### src/rtl/uart_tx_buffer_if.sv
// uart_tx_buffer_if
// Groups the byte-write side and the serial/status side of uart_tx_buffer.
//   wr_data  [7:0]     byte to enqueue            (master -> slave)
//   wr_en              enqueue strobe             (master -> slave)
//   ovf_clr            clears the sticky ovf flag (master -> slave)
//   wr_full            FIFO holds DEPTH bytes     (slave -> master)
//   wr_count [ADDR_W:0] bytes queued, excluding the byte being shifted
//   ovf                sticky "a write was dropped"
//   uart_tx            8N1 serial line, idle high
//   tx_idle            FIFO empty and serializer idle
interface uart_tx_buffer_if #(
    parameter int ADDR_W = 4
);
    logic [7:0]      wr_data;
    logic            wr_en;
    logic            ovf_clr;
    logic            wr_full;
    logic [ADDR_W:0] wr_count;
    logic            ovf;
    logic            uart_tx;
    logic            tx_idle;

    modport master (
        output wr_data, wr_en, ovf_clr,
        input  wr_full, wr_count, ovf, uart_tx, tx_idle
    );

    modport slave (
        input  wr_data, wr_en, ovf_clr,
        output wr_full, wr_count, ovf, uart_tx, tx_idle
    );
endinterface

### src/rtl/uart_tx_buffer.sv
// uart_tx_buffer
// Byte FIFO (2**ADDR_W entries) feeding an 8N1 UART serializer.
// Ports:
//   sys_clk  - sole clock, rising edge
//   reset_n  - asynchronous active-low reset; aborts any frame, empties FIFO
//   bus      - uart_tx_buffer_if.slave: write strobe/data, ovf/ovf_clr,
//              wr_full, wr_count, uart_tx, tx_idle
// The serial line is a register that reflects the serializer state present
// before each edge, so a byte accepted at edge N is popped at N+1 and the
// start bit appears at N+2. Consecutive frames are separated by one IDLE cycle.
module uart_tx_buffer #(
    parameter int CLK_DIV = 434,
    parameter int ADDR_W  = 4
) (
    input  logic               sys_clk,
    input  logic               reset_n,
    uart_tx_buffer_if.slave    bus
);
    localparam int              DEPTH    = 2 ** ADDR_W;
    localparam logic [ADDR_W:0] FULL_CNT = (ADDR_W + 1)'(DEPTH);
    localparam logic [15:0]     TMR_LAST = 16'(CLK_DIV - 1);

    typedef enum logic [1:0] {
        S_IDLE  = 2'd0,
        S_START = 2'd1,
        S_DATA  = 2'd2,
        S_STOP  = 2'd3
    } state_t;

    logic [7:0]        r_mem [DEPTH];
    logic [ADDR_W-1:0] r_wptr;
    logic [ADDR_W-1:0] r_rptr;
    logic [ADDR_W:0]   r_count;
    logic              r_ovf;
    state_t            r_state;
    logic [15:0]       r_timer;
    logic [2:0]        r_bit_idx;
    logic [7:0]        r_shift;
    logic              r_tx;

    logic w_full;
    logic w_pop;
    logic w_wr_acc;
    logic w_wr_drop;
    logic w_tmr_done;

    // Fullness is judged on the pre-edge count, so a write arriving in the
    // same cycle as a pop from a full FIFO is still dropped.
    assign w_full     = (r_count == FULL_CNT);
    assign w_pop      = (r_state == S_IDLE) && (r_count != '0);
    assign w_wr_acc   = bus.wr_en && !w_full;
    assign w_wr_drop  = bus.wr_en && w_full;
    assign w_tmr_done = (r_timer == TMR_LAST);

    // FIFO control
    always_ff @(posedge sys_clk or negedge reset_n) begin
        if (!reset_n) begin
            r_wptr  <= '0;
            r_rptr  <= '0;
            r_count <= '0;
            r_ovf   <= 1'b0;
        end else begin
            if (w_wr_acc) begin
                r_wptr <= r_wptr + ADDR_W'(1);
            end
            if (w_pop) begin
                r_rptr <= r_rptr + ADDR_W'(1);
            end
            case ({w_wr_acc, w_pop})
                2'b10:   r_count <= r_count + (ADDR_W + 1)'(1);
                2'b01:   r_count <= r_count - (ADDR_W + 1)'(1);
                default: r_count <= r_count;
            endcase
            // A drop in the same cycle as ovf_clr leaves the flag set.
            if (w_wr_drop) begin
                r_ovf <= 1'b1;
            end else if (bus.ovf_clr) begin
                r_ovf <= 1'b0;
            end
        end
    end

    // Storage and shift register carry no reset; control decides validity.
    always_ff @(posedge sys_clk) begin
        if (w_wr_acc) begin
            r_mem[r_wptr] <= bus.wr_data;
        end
        if (w_pop) begin
            r_shift <= r_mem[r_rptr];
        end else if ((r_state == S_DATA) && w_tmr_done) begin
            r_shift <= {1'b0, r_shift[7:1]};
        end
    end

    // Serializer
    always_ff @(posedge sys_clk or negedge reset_n) begin
        if (!reset_n) begin
            r_state   <= S_IDLE;
            r_timer   <= '0;
            r_bit_idx <= '0;
            r_tx      <= 1'b1;
        end else begin
            case (r_state)
                S_IDLE: begin
                    r_tx <= 1'b1;
                    if (w_pop) begin
                        r_timer <= '0;
                        r_state <= S_START;
                    end
                end
                S_START: begin
                    r_tx <= 1'b0;
                    if (w_tmr_done) begin
                        r_timer   <= '0;
                        r_bit_idx <= '0;
                        r_state   <= S_DATA;
                    end else begin
                        r_timer <= r_timer + 16'd1;
                    end
                end
                S_DATA: begin
                    r_tx <= r_shift[0];
                    if (w_tmr_done) begin
                        r_timer <= '0;
                        if (r_bit_idx == 3'd7) begin
                            r_state <= S_STOP;
                        end else begin
                            r_bit_idx <= r_bit_idx + 3'd1;
                        end
                    end else begin
                        r_timer <= r_timer + 16'd1;
                    end
                end
                S_STOP: begin
                    r_tx <= 1'b1;
                    if (w_tmr_done) begin
                        r_timer <= '0;
                        r_state <= S_IDLE;
                    end else begin
                        r_timer <= r_timer + 16'd1;
                    end
                end
                default: begin
                    r_tx    <= 1'b1;
                    r_state <= S_IDLE;
                end
            endcase
        end
    end

    assign bus.uart_tx  = r_tx;
    assign bus.wr_full  = w_full;
    assign bus.wr_count = r_count;
    assign bus.ovf      = r_ovf;
    assign bus.tx_idle  = (r_count == '0) && (r_state == S_IDLE);
endmodule

### src/flat_wrapper.sv
// flat-port wrapper written by rule: the top's interface ports become plain ports
module uart_tx_buffer_flat 
#(
    parameter int CLK_DIV = 434,
    parameter int ADDR_W  = 4
)
  (sys_clk, reset_n, bus_wr_data, bus_wr_en, bus_ovf_clr, bus_wr_full, bus_wr_count, bus_ovf, bus_uart_tx, bus_tx_idle);
  uart_tx_buffer_if #(.ADDR_W(ADDR_W)) bus_i ();
  input  logic sys_clk;
  input  logic reset_n;
  input wire logic [$bits(bus_i.wr_data)-1:0] bus_wr_data;
  input wire logic [$bits(bus_i.wr_en)-1:0] bus_wr_en;
  input wire logic [$bits(bus_i.ovf_clr)-1:0] bus_ovf_clr;
  output wire logic [$bits(bus_i.wr_full)-1:0] bus_wr_full;
  output wire logic [$bits(bus_i.wr_count)-1:0] bus_wr_count;
  output wire logic [$bits(bus_i.ovf)-1:0] bus_ovf;
  output wire logic [$bits(bus_i.uart_tx)-1:0] bus_uart_tx;
  output wire logic [$bits(bus_i.tx_idle)-1:0] bus_tx_idle;
  assign bus_i.wr_data = bus_wr_data;
  assign bus_i.wr_en = bus_wr_en;
  assign bus_i.ovf_clr = bus_ovf_clr;
  assign bus_wr_full = bus_i.wr_full;
  assign bus_wr_count = bus_i.wr_count;
  assign bus_ovf = bus_i.ovf;
  assign bus_uart_tx = bus_i.uart_tx;
  assign bus_tx_idle = bus_i.tx_idle;
  uart_tx_buffer #(.CLK_DIV(CLK_DIV), .ADDR_W(ADDR_W)) u_core (.sys_clk(sys_clk), .reset_n(reset_n), .bus(bus_i));
endmodule
### config.mk
export PLATFORM = sky130hd
export DESIGN_NAME = uart_tx_buffer_flat
export DESIGN_NICKNAME = d
export VERILOG_FILES = /design/src/rtl/uart_tx_buffer_if.sv /design/src/rtl/uart_tx_buffer.sv /design/src/flat_wrapper.sv
export SDC_FILE = /design/constraint.sdc
export NUM_CORES = 1
export LEC_CHECK = 0
export CAP_MARGIN = 15
export CORE_MARGIN = 8
export CORE_UTILIZATION = 45
export DETAILED_ROUTE_END_ITERATION = 6
export PLACE_DENSITY = 0.66
export SETUP_SLACK_MARGIN = 0.5
export SLEW_MARGIN = 20
export SYNTH_ARGS = -nofsm -noshare
export SYNTH_HDL_FRONTEND = slang
export SYNTH_SLANG_ARGS = --single-unit
export TNS_END_PERCENT = 20
### constraint.sdc
create_clock -name sys_clk -period 6.42 [get_ports sys_clk]
set_input_delay 1.284 -clock sys_clk [delete_from_list [all_inputs] [get_ports sys_clk]]
set_output_delay 1.284 -clock sys_clk [all_outputs]
set_load 0.005 [all_outputs]
==> flow_metrics.tcl, run 1 <==
set metrics [dict create \
    yosys_register_bits 172 \
    grt_pass1_wl_um 23400 \
    initial_utilization_pct 45.6 \
    die_h_um 145 \
    setup-tns-final_ps 0 \
    hold_depth 2 \
    ctsResizeCount 0 \
    cp_slowest_stage_delay_ps 590 \
    cts.sinks 172 \
    drive_above_1_share_pct 18.2 \
    period_minus_slack_ps 4300 \
    clock_latency_ps 440 \
    rows 47 \
    slew_headroom_pct 33.2 \
    syn-instance-count 464 \
    leakagePower_nw 2.94 \
    die_x_um 145 \
    drtIter0Drc 292 \
    grt-ovfl-total 0 \
    die-area_mm2 0.0210 \
    worstSetupEndpointType "output port" \
    fin_total_pwr_w 0.00366 \
    grt_max_degree 37 \
    crit_slowest_cell "nor4_1" \
    first_pass_iters 4 \
    cts_tree "done" \
    vias 4044 \
    setup_viol 0 \
    netlist-cell-type-count 64 \
    max_clock_freq_mhz 232 \
    antenna_found_initial 0 \
    min_from "u_core.r_shift[0]" \
    antenna_left 0 \
    crit_arrival_ps 3020 \
    synth.cell_area_mm2 0.00749 \
    grt_pass1_vias 4178 \
    synth_edf_count 136 \
    wl_per_cell_um 20.4 \
    ys_warn_count 0 \
    avgSynthCellArea_um2 16.1 \
    hold_end "u_core.bus.uart_tx" \
    ys_seq_area_share_pct 66.6 \
    crit_chain "nor4_1 -> nand3b_1 -> inv_1 -> clkdlybuf4s50_1" \
    powerDensity_mw_per_mm2 435 \
    clock_path_buffers 2 \
    tightest_slew_ps 998 \
    antenna_cells_inserted 0 \
    ff2ff_path_depth 10 \
    regToRegSetupSlack_ps 2850 \
    slew_violations 0 \
    cts_setup_buffers 0 \
    r2r-start "u_core.r_state[1]" \
    cap_violations 0 \
    cts_hold_buf 0 \
    finalWirelength_um 14500 \
    startpoint_type "flop" \
    crit_fanout 12 \
    grt_setup_unrepaired "no" \
    synth_ff_type "edfxtp_1" \
    grt_util_all_layers_pct 14.4 \
    ys_top_cells_by_area "edfxtp_1 55%, dfrtp_1 12%, mux4_2 7.8%, ha_1 2.8%, mux2_2 1.5%" \
    dpl.hpwl_um 9400 \
    outcome "finished, final reports clean" \
    syn_nets 493 \
    core-area_mm2 0.0164 \
    dp.cells 678 \
    synth_top_area_share_pct 54.6 \
    vias_per_cell 5.70 \
    timing.final.crit_share_pct 67.0 \
    cts_buffers 17 \
    rr_endpoint "u_core.bus.wr_count[4]" \
    crit_type "flop to output port" \
    finClkSkew_ps 12.6 \
    ys_top_cells_by_count "136 x edfxtp_1, 35 x dfrtp_1, 26 x mux4_2, 20 x nand2_1, 19 x a21oi_1" \
    hold_viol_final 0 \
    yosys.cell_count.top_type "edfxtp_1" \
    drc 0 \
    yosysTopAreaCell "edfxtp_1" \
    fin_cells 710 \
    cts_max_level 4 \
    clk_pin_slew_worst_paths_ps 70 \
    min_path_type "flop to flop" \
    crit_required_ps 5140 \
    io_buffers 20 \
    ioPinCount 21 \
    async_flop_share_pct 20.9 \
    nets 506 \
    gp_congestion 0.852 \
    ir_worst_vdd_mv 0.237 \
    cts_root_buf "clkbuf_16" \
    area_growth_pct 12.4 \
]
## routing by layer
| metal | global-route usage (%) | share of wire, % | vias up |
|---|---|---|---|
| met3 | 3.48 | 4.7 | 18 |
| met1 | 17.9 | 44 | 2064 |
| li1 | - | - | 1862 |
| met4 | 6.05 | 1.7 | 0 |
| met5 | 0 | 0 | - |
| met2 | 23.6 | 50 | 100 |
## kinds of logic (layout without fill, tap and decap cells)
logic type,after synthesis,after routing,share of synthesized area [%]
compound gates,78,78,7.00
xor+xnor,13,13,1.52
fa+ha+maj,17,17,2.84
buf+inv,39,65,2.87
flops,172,172,66.6
mux,49,49,11.8
simple gates,96,96,7.37
## registers in the layout, summed over array words and instances, names as in the netlist
signal,flops
u_core.r_mem,128
u_core.r_timer,16
u_core.r_shift,8
u_core.bus.wr_count,5
u_core.r_rptr,4
u_core.r_wptr,4
u_core.r_bit_idx,3
u_core.r_state,2
u_core.bus.ovf,1
u_core.bus.uart_tx,1
## worst max path at each step
stage                           start                      to  slack (ps)  cells after the start
2_1_floorplan               bus_wr_en  u_core.bus.wr_count[4]        3060                     10
3_3_place_gp                bus_wr_en  u_core.bus.wr_count[4]        2420                     10
3_5_place_dp                bus_wr_en  u_core.bus.wr_count[4]        2380                     10
4_1_cts        u_core.bus.wr_count[1]             bus_tx_idle        2080                      4
5_1_grt        u_core.bus.wr_count[1]             bus_tx_idle        1840                      4
6_report       u_core.bus.wr_count[1]             bus_tx_idle        2120                      4
## layout by cell type (no fill, tap or decap), types with 6 or more instances in the layout
| cell type | netlist | layout |
|---|---|---|
| nand2b_1 | 6 | 6 |
| mux2_2 | 10 | 10 |
| a21oi_1 | 19 | 19 |
| mux2i_1 | 9 | 9 |
| a31oi_1 | 13 | 13 |
| mux4_2 | 26 | 26 |
| dfrtp_1 | 35 | 34 |
| edfxtp_1 | 136 | 136 |
| nor2_1 | 16 | 16 |
| clkdlybuf4s50_1 | 0 | 19 |
| nand4_1 | 7 | 7 |
| ha_1 | 17 | 17 |
| inv_1 | 11 | 11 |
| o22ai_1 | 13 | 13 |
| xor2_1 | 6 | 6 |
| xnor2_1 | 7 | 7 |
| nand2_1 | 20 | 20 |
| nand3_1 | 6 | 6 |
| o21ai_0 | 8 | 8 |
| clkbuf_16 | 0 | 17 |
## power by group
group | switching, W | leakage [nW] | internal [W]
logic | 0.000549 | 0.964 | 0.000512
registers | 0.000183 | 1.69 | 0.00141
clock network | 0.000485 | 0.288 | 0.000525
total | 0.00122 | 2.94 | 0.00244
## area by class of cell
class / instances / area [µm²]
Sequential cell: 172 / 4990
Clock buffer: 17 / 425
Fill cell: 1321 / 8000
Inverter: 11 / 41.3
Tap cell: 220 / 275
Multi-Input combinational cell: 253 / 2300
Clock inverter: 15 / 166
Timing Repair Buffer: 22 / 210
## worst max-delay path, delay by kind of cell (launching register included)
| family | cells | cell delay [ps] |
|---|---|---|
| flip-flops | 1 | 470 |
| AND/OR/NAND/NOR | 2 | 1140 |
| buffers and inverters | 2 | 990 |
## through the flow
stage	hold WS, ps	worst slack [ps]	instance area (µm²)	utilization [%]
floorplan	462	3060	7490	-
global placement	494	2420	7800	47.5
detailed placement	509	2380	7820	47.7
CTS	523	2080	8410	51.3
global route	531	1840	8410	51.3
finish	510	2120	8410	51.3
No activity file was read; power rests on OpenSTA's default activity.
==> inputs of run 2 (changes only) <==
==> constraint.sdc (replaced) <==
create_clock -name sys_clk -period 4.1 [get_ports sys_clk]
set_input_delay 0.82 -clock sys_clk [delete_from_list [all_inputs] [get_ports sys_clk]]
set_output_delay 0.82 -clock sys_clk [all_outputs]
set_load 0.005 [all_outputs]
==> flow_metrics.tcl, run 2 (synthesis gave the netlist of run 1 again) <==
set metrics [dict create \
    outcome "finished, final reports clean" \
    leakagePower_nw 2.99 \
    cts_buffers 17 \
    ctsResizeCount 0 \
    grt_pass1_vias 4173 \
    path_depth 5 \
    cts_max_level 4 \
    setup-tns-final_ps 0 \
    antenna_cells_inserted 0 \
    core-area_mm2 0.0164 \
    crit_fanout 12 \
    finalWirelength_um 14500 \
    grt_setup_unrepaired "no" \
    crit_type "flop to output port" \
    clk_pin_slew_worst_paths_ps 60 \
    setup_viol 0 \
    hold_viol_final 0 \
    gp_congestion 0.799 \
    grt-ovfl-total 0 \
    vias 4066 \
    clock_path_buffers 2 \
    grt_max_degree 37 \
    worstSetupEndpointType "output port" \
    hold-worst-slack_ps 494 \
    dpl.hpwl_um 9420 \
    crit_chain "nor4_2 -> nand3b_1 -> buf_4 -> inv_1 -> clkdlybuf4s50_1" \
    largest_reg_flops 128 \
    cap_violations 0 \
    rows 47 \
    period_minus_slack_ps 3250 \
    cts_tree "done" \
    cts_setup_buffers 0 \
    vias_per_cell 5.63 \
    final_cell_mix "136 x edfxtp_1, 34 x dfrtp_1, 26 x mux4_2" \
    antenna_found_initial 0 \
    cts_root_buf "clkbuf_16" \
    slew_headroom_pct 34.1 \
    drc 0 \
    min_path_type "input port to asynchronous set/reset pin" \
    first_pass_iters 4 \
    drive_above_1_share_pct 18.7 \
    crit_arrival_ps 2430 \
    finClkSkew_ps 13.2 \
    top_regs "u_core.r_mem x128, u_core.r_timer x16, u_core.r_shift x8" \
    clock_latency_ps 430 \
    max_clock_freq_mhz 308 \
    worst-path-buf-inv 3 \
    initial_utilization_pct 45.6 \
    die_h_um 145 \
    tightest_slew_ps 988 \
    final_common_cell "edfxtp_1" \
    slew_violations 0 \
    largest-register "u_core.r_mem" \
    startpoint_type "flop" \
    area_growth_pct 13.3 \
    crit_required_ps 3280 \
    io_buffers 20 \
    die_x_um 145 \
    nets 519 \
    timing.final.crit_share_pct 79.3 \
    die-area_mm2 0.0210 \
    grt_pass1_wl_um 23400 \
    antenna_left 0 \
    drtIter0Drc 270 \
    ioPinCount 21 \
    ir_worst_vdd_mv 0.411 \
    cts.sinks 172 \
    ff2ff_path_depth 9 \
    wl_per_cell_um 20.0 \
    cp_slowest_stage_delay_ps 560 \
    critPathTopFamily "buffers and inverters" \
    grt_util_all_layers_pct 14.4 \
    cts_hold_buf 0 \
    crit_slowest_cell "clkdlybuf4s50_1" \
    powerDensity_mw_per_mm2 679 \
]
-- run 2: changes by cell type in the layout (fill, tap and decap cells not counted), sizes merged --
cell	before	now
bufinv	0	2
clkinv	5	4
inv	20	16
buf	3	16
clkbuf	17	19
-- run 2: per-stage QoR --
stage / cells / area [µm²] / power [W] / setup slack (ps) / utilization (%)
after global routing: 722 / 8480 / 0.00610 / 658 / 51.7
after global placement: 691 / 7910 / 0.00418 / 624 / 48.2
after detailed placement: 691 / 7910 / 0.00425 / 553 / 48.2
after floorplan: 464 / 7490 / 0.00377 / 1000 / -
after CTS: 722 / 8480 / 0.00582 / 688 / 51.7
final: 722 / 8480 / 0.00576 / 850 / 51.7
-- run 2: worst paths after layout --
path,startpoint,end,slack (ps)
setup / recovery,u_core.bus.wr_count[1],bus_tx_idle,850
hold / removal,reset_n,u_core.bus.wr_count[0],490
setup reg to reg,u_core.bus.wr_count[1],u_core.bus.wr_count[4],1150
hold reg to reg,u_core.r_shift[0],u_core.bus.uart_tx,510
max in group asynchronous,reset_n,u_core.r_rptr[0],3040
min in group sys_clk,u_core.r_shift[0],u_core.bus.uart_tx,510
-- run 2: power breakdown --
| group | internal [W] | leakage, nW | total (W) | switching, W |
|---|---|---|---|---|
| clock | 0.000901 | 0.274 | 0.00156 | 0.000663 |
| combinational | 0.000841 | 1.03 | 0.00163 | 0.000789 |
| sequential | 0.00220 | 1.69 | 0.00257 | 0.000368 |
-- run 2: final cells by class --
type                       instances  area, µm²
sequential                       172       4990
tap                              220        275
timing repair buffer              35        320
clock buffer                      19        433
inverter                          11       41.3
multi-input combinational        253       2290
fill                            1297       7920
clock inverter                    12        136
-- run 2: layer usage --
metal  GRT usage [%]  vias to the layer above  wire, µm
met4            4.84                        0       165
met2            22.7                       89      7030
met5               0                        -         0
li1                -                     1889         -
met3            4.10                       13       563
met1            18.8                     2075      6690
==> inputs of run 3 (changes only) <==
--- a/config.mk
+++ b/config.mk
@@ -9,7 +9,7 @@
 export CORE_MARGIN = 8
 export CORE_UTILIZATION = 45
 export DETAILED_ROUTE_END_ITERATION = 6
-export PLACE_DENSITY = 0.66
+export PLACE_DENSITY = 0.69
 export SETUP_SLACK_MARGIN = 0.5
 export SLEW_MARGIN = 20
 export SYNTH_ARGS = -nofsm -noshare
==> constraint.sdc (replaced) <==
create_clock -name sys_clk -period 2.7 [get_ports sys_clk]
set_input_delay 0.54 -clock sys_clk [delete_from_list [all_inputs] [get_ports sys_clk]]
set_output_delay 0.54 -clock sys_clk [all_outputs]
set_load 0.005 [all_outputs]
==> flow_metrics.tcl, run 3 (synthesis gave the netlist of run 1 again) <==
set metrics [dict create \
    crit_fanout 2 \
    final_cell_mix "136 x edfxtp_1, 40 x buf_4, 33 x dfrtp_1" \
    die_x_um 145 \
    crit_type "flop to flop" \
    area_growth_pct 16.6 \
    setup-tns-final_ps 0 \
    routed.top_layer "met4" \
    period_minus_slack_ps 2490 \
    initial_utilization_pct 45.6 \
    cts_tree "done" \
    grt_pass1_vias 4385 \
    crit_required_ps 3000 \
    wl_met2_um 7810 \
    wl_per_cell_um 20.1 \
    wl_met3_um 673 \
    gp_congestion 0.810 \
    worstSetupEndpointType "flop" \
    tightest_slew_ps 875 \
    dpl.hpwl_um 9710 \
    core-area_mm2 0.0164 \
    ioPinCount 21 \
    grt_setup_unrepaired "yes" \
    cap_violations 0 \
    timing.final.crit_share_pct 92.3 \
    top_regs "u_core.r_mem x128, u_core.r_timer x16, u_core.r_shift x8" \
    finalWirelength_um 15100 \
    detailedPlace.worstSlack_ps 69.0 \
    grt_pass1_wl_um 24200 \
    clock_path_buffers 2 \
    drive_above_1_share_pct 25.7 \
    hold_viol_final 0 \
    die_h_um 145 \
    slew_violations 0 \
    slew_headroom_pct 41.7 \
    die-area_mm2 0.0210 \
    setup_viol 0 \
    finClkSkew_ps 12.7 \
    vias_per_cell 5.64 \
    grt_util_all_layers_pct 14.7 \
    antenna_cells_inserted 0 \
    cts_buffers 17 \
    crit_arrival_ps 2790 \
    antenna_left 0 \
    rows 47 \
    first_pass_iters 4 \
    nets 546 \
    final_common_cell "edfxtp_1" \
    grt-ovfl-total 0 \
    cts_max_level 4 \
    wl_met1_um 6400 \
    io_buffers 20 \
    max_clock_freq_mhz 401 \
    hold-worst-slack_ps 208 \
    cts.sinks 172 \
    ir_worst_vdd_mv 0.948 \
    largest_reg_flops 128 \
    grt_max_degree 37 \
    fill_cells 1302 \
    antenna_found_initial 0 \
    min_path_type "input port to asynchronous set/reset pin" \
    worst_slack_ps 208 \
    leakagePower_nw 3.13 \
    clock_latency_ps 430 \
    vias 4227 \
    drc 0 \
    clk_pin_slew_worst_paths_ps 70 \
    startpoint_type "flop" \
    fin_total_pwr_w 0.00901 \
    powerDensity_mw_per_mm2 1030 \
    largest-register "u_core.r_mem" \
    cts_root_buf "clkbuf_16" \
    outcome "finished, final reports clean" \
    drtIter0Drc 358 \
]
run 3: changes by cell type in the layout (fill, tap and decap cells not counted), sizes merged:
cell	before	now
clkinv	4	5
bufinv	2	1
buf	16	43
clkdlybuf4s50	19	17
inv	16	18
run 3: metrics by stage:
step	utilization [%]	area (µm²)	std cells
floorplan	-	7510	464
global placement	49.2	8070	711
detailed placement	49.2	8070	711
CTS	52.8	8660	745
global route	53.2	8730	749
finish	53.2	8730	749
run 3: repair_timing:
item / 4_1_cts / 5_1_grt
buffers inserted: 3 / 4
hold buffers: 0 / 0
pin swaps: 2 / 7
resized for setup: 5 / 14
endpoints found under the setup margin: 7 / 40
run 3: critical path: stages, from the launching register on:
cell and delay, ps:
dfrtp_1 380, or4_4 550, o21a_4 230, ha_4 170, xor2_2 140, ha_2 190
or3b_4 370, a21oi_2 140, o21ai_1 80, xnor2_1 120
run 3: layer usage:
metal  vias up  track usage (%)
met5         -                0
met4         0             4.37
met3        16             3.61
met2       104             25.3
met1      2160             18.1
li1       1947                -
run 3: worst paths after layout:
check                                       startpoint                endpoint  slack (ps)  cells past startpoint
worst max-delay path            u_core.bus.wr_count[1]  u_core.bus.wr_count[4]         210                      9
worst min-delay path                           reset_n  u_core.bus.wr_count[3]         210                      1
worst max register to register  u_core.bus.wr_count[1]  u_core.bus.wr_count[4]         210                      9
worst min register to register       u_core.r_shift[0]      u_core.bus.uart_tx         510                      2
max in group asynchronous                      reset_n        u_core.r_rptr[0]        1880                      1
min in group sys_clk                 u_core.r_shift[0]      u_core.bus.uart_tx         510                      2
run 3: area by class of cell:
class,count,area [µm²],area share (%)
inverter,11,41.3,0.473
multi-input combinational,253,2350,26.9
clock buffer,17,425,4.87
timing repair buffer,62,517,5.92
clock inverter,14,134,1.53
sequential,172,4990,57.2
tap,220,275,3.15
run 3: power breakdown:
| group | total, W | switching (W) | leakage [nW] | internal, W |
|---|---|---|---|---|
| Clock | 0.00235 | 0.00107 | 0.274 | 0.00128 |
| Combinational | 0.00289 | 0.00142 | 1.17 | 0.00147 |
| Sequential | 0.00377 | 0.000423 | 1.69 | 0.00335 |
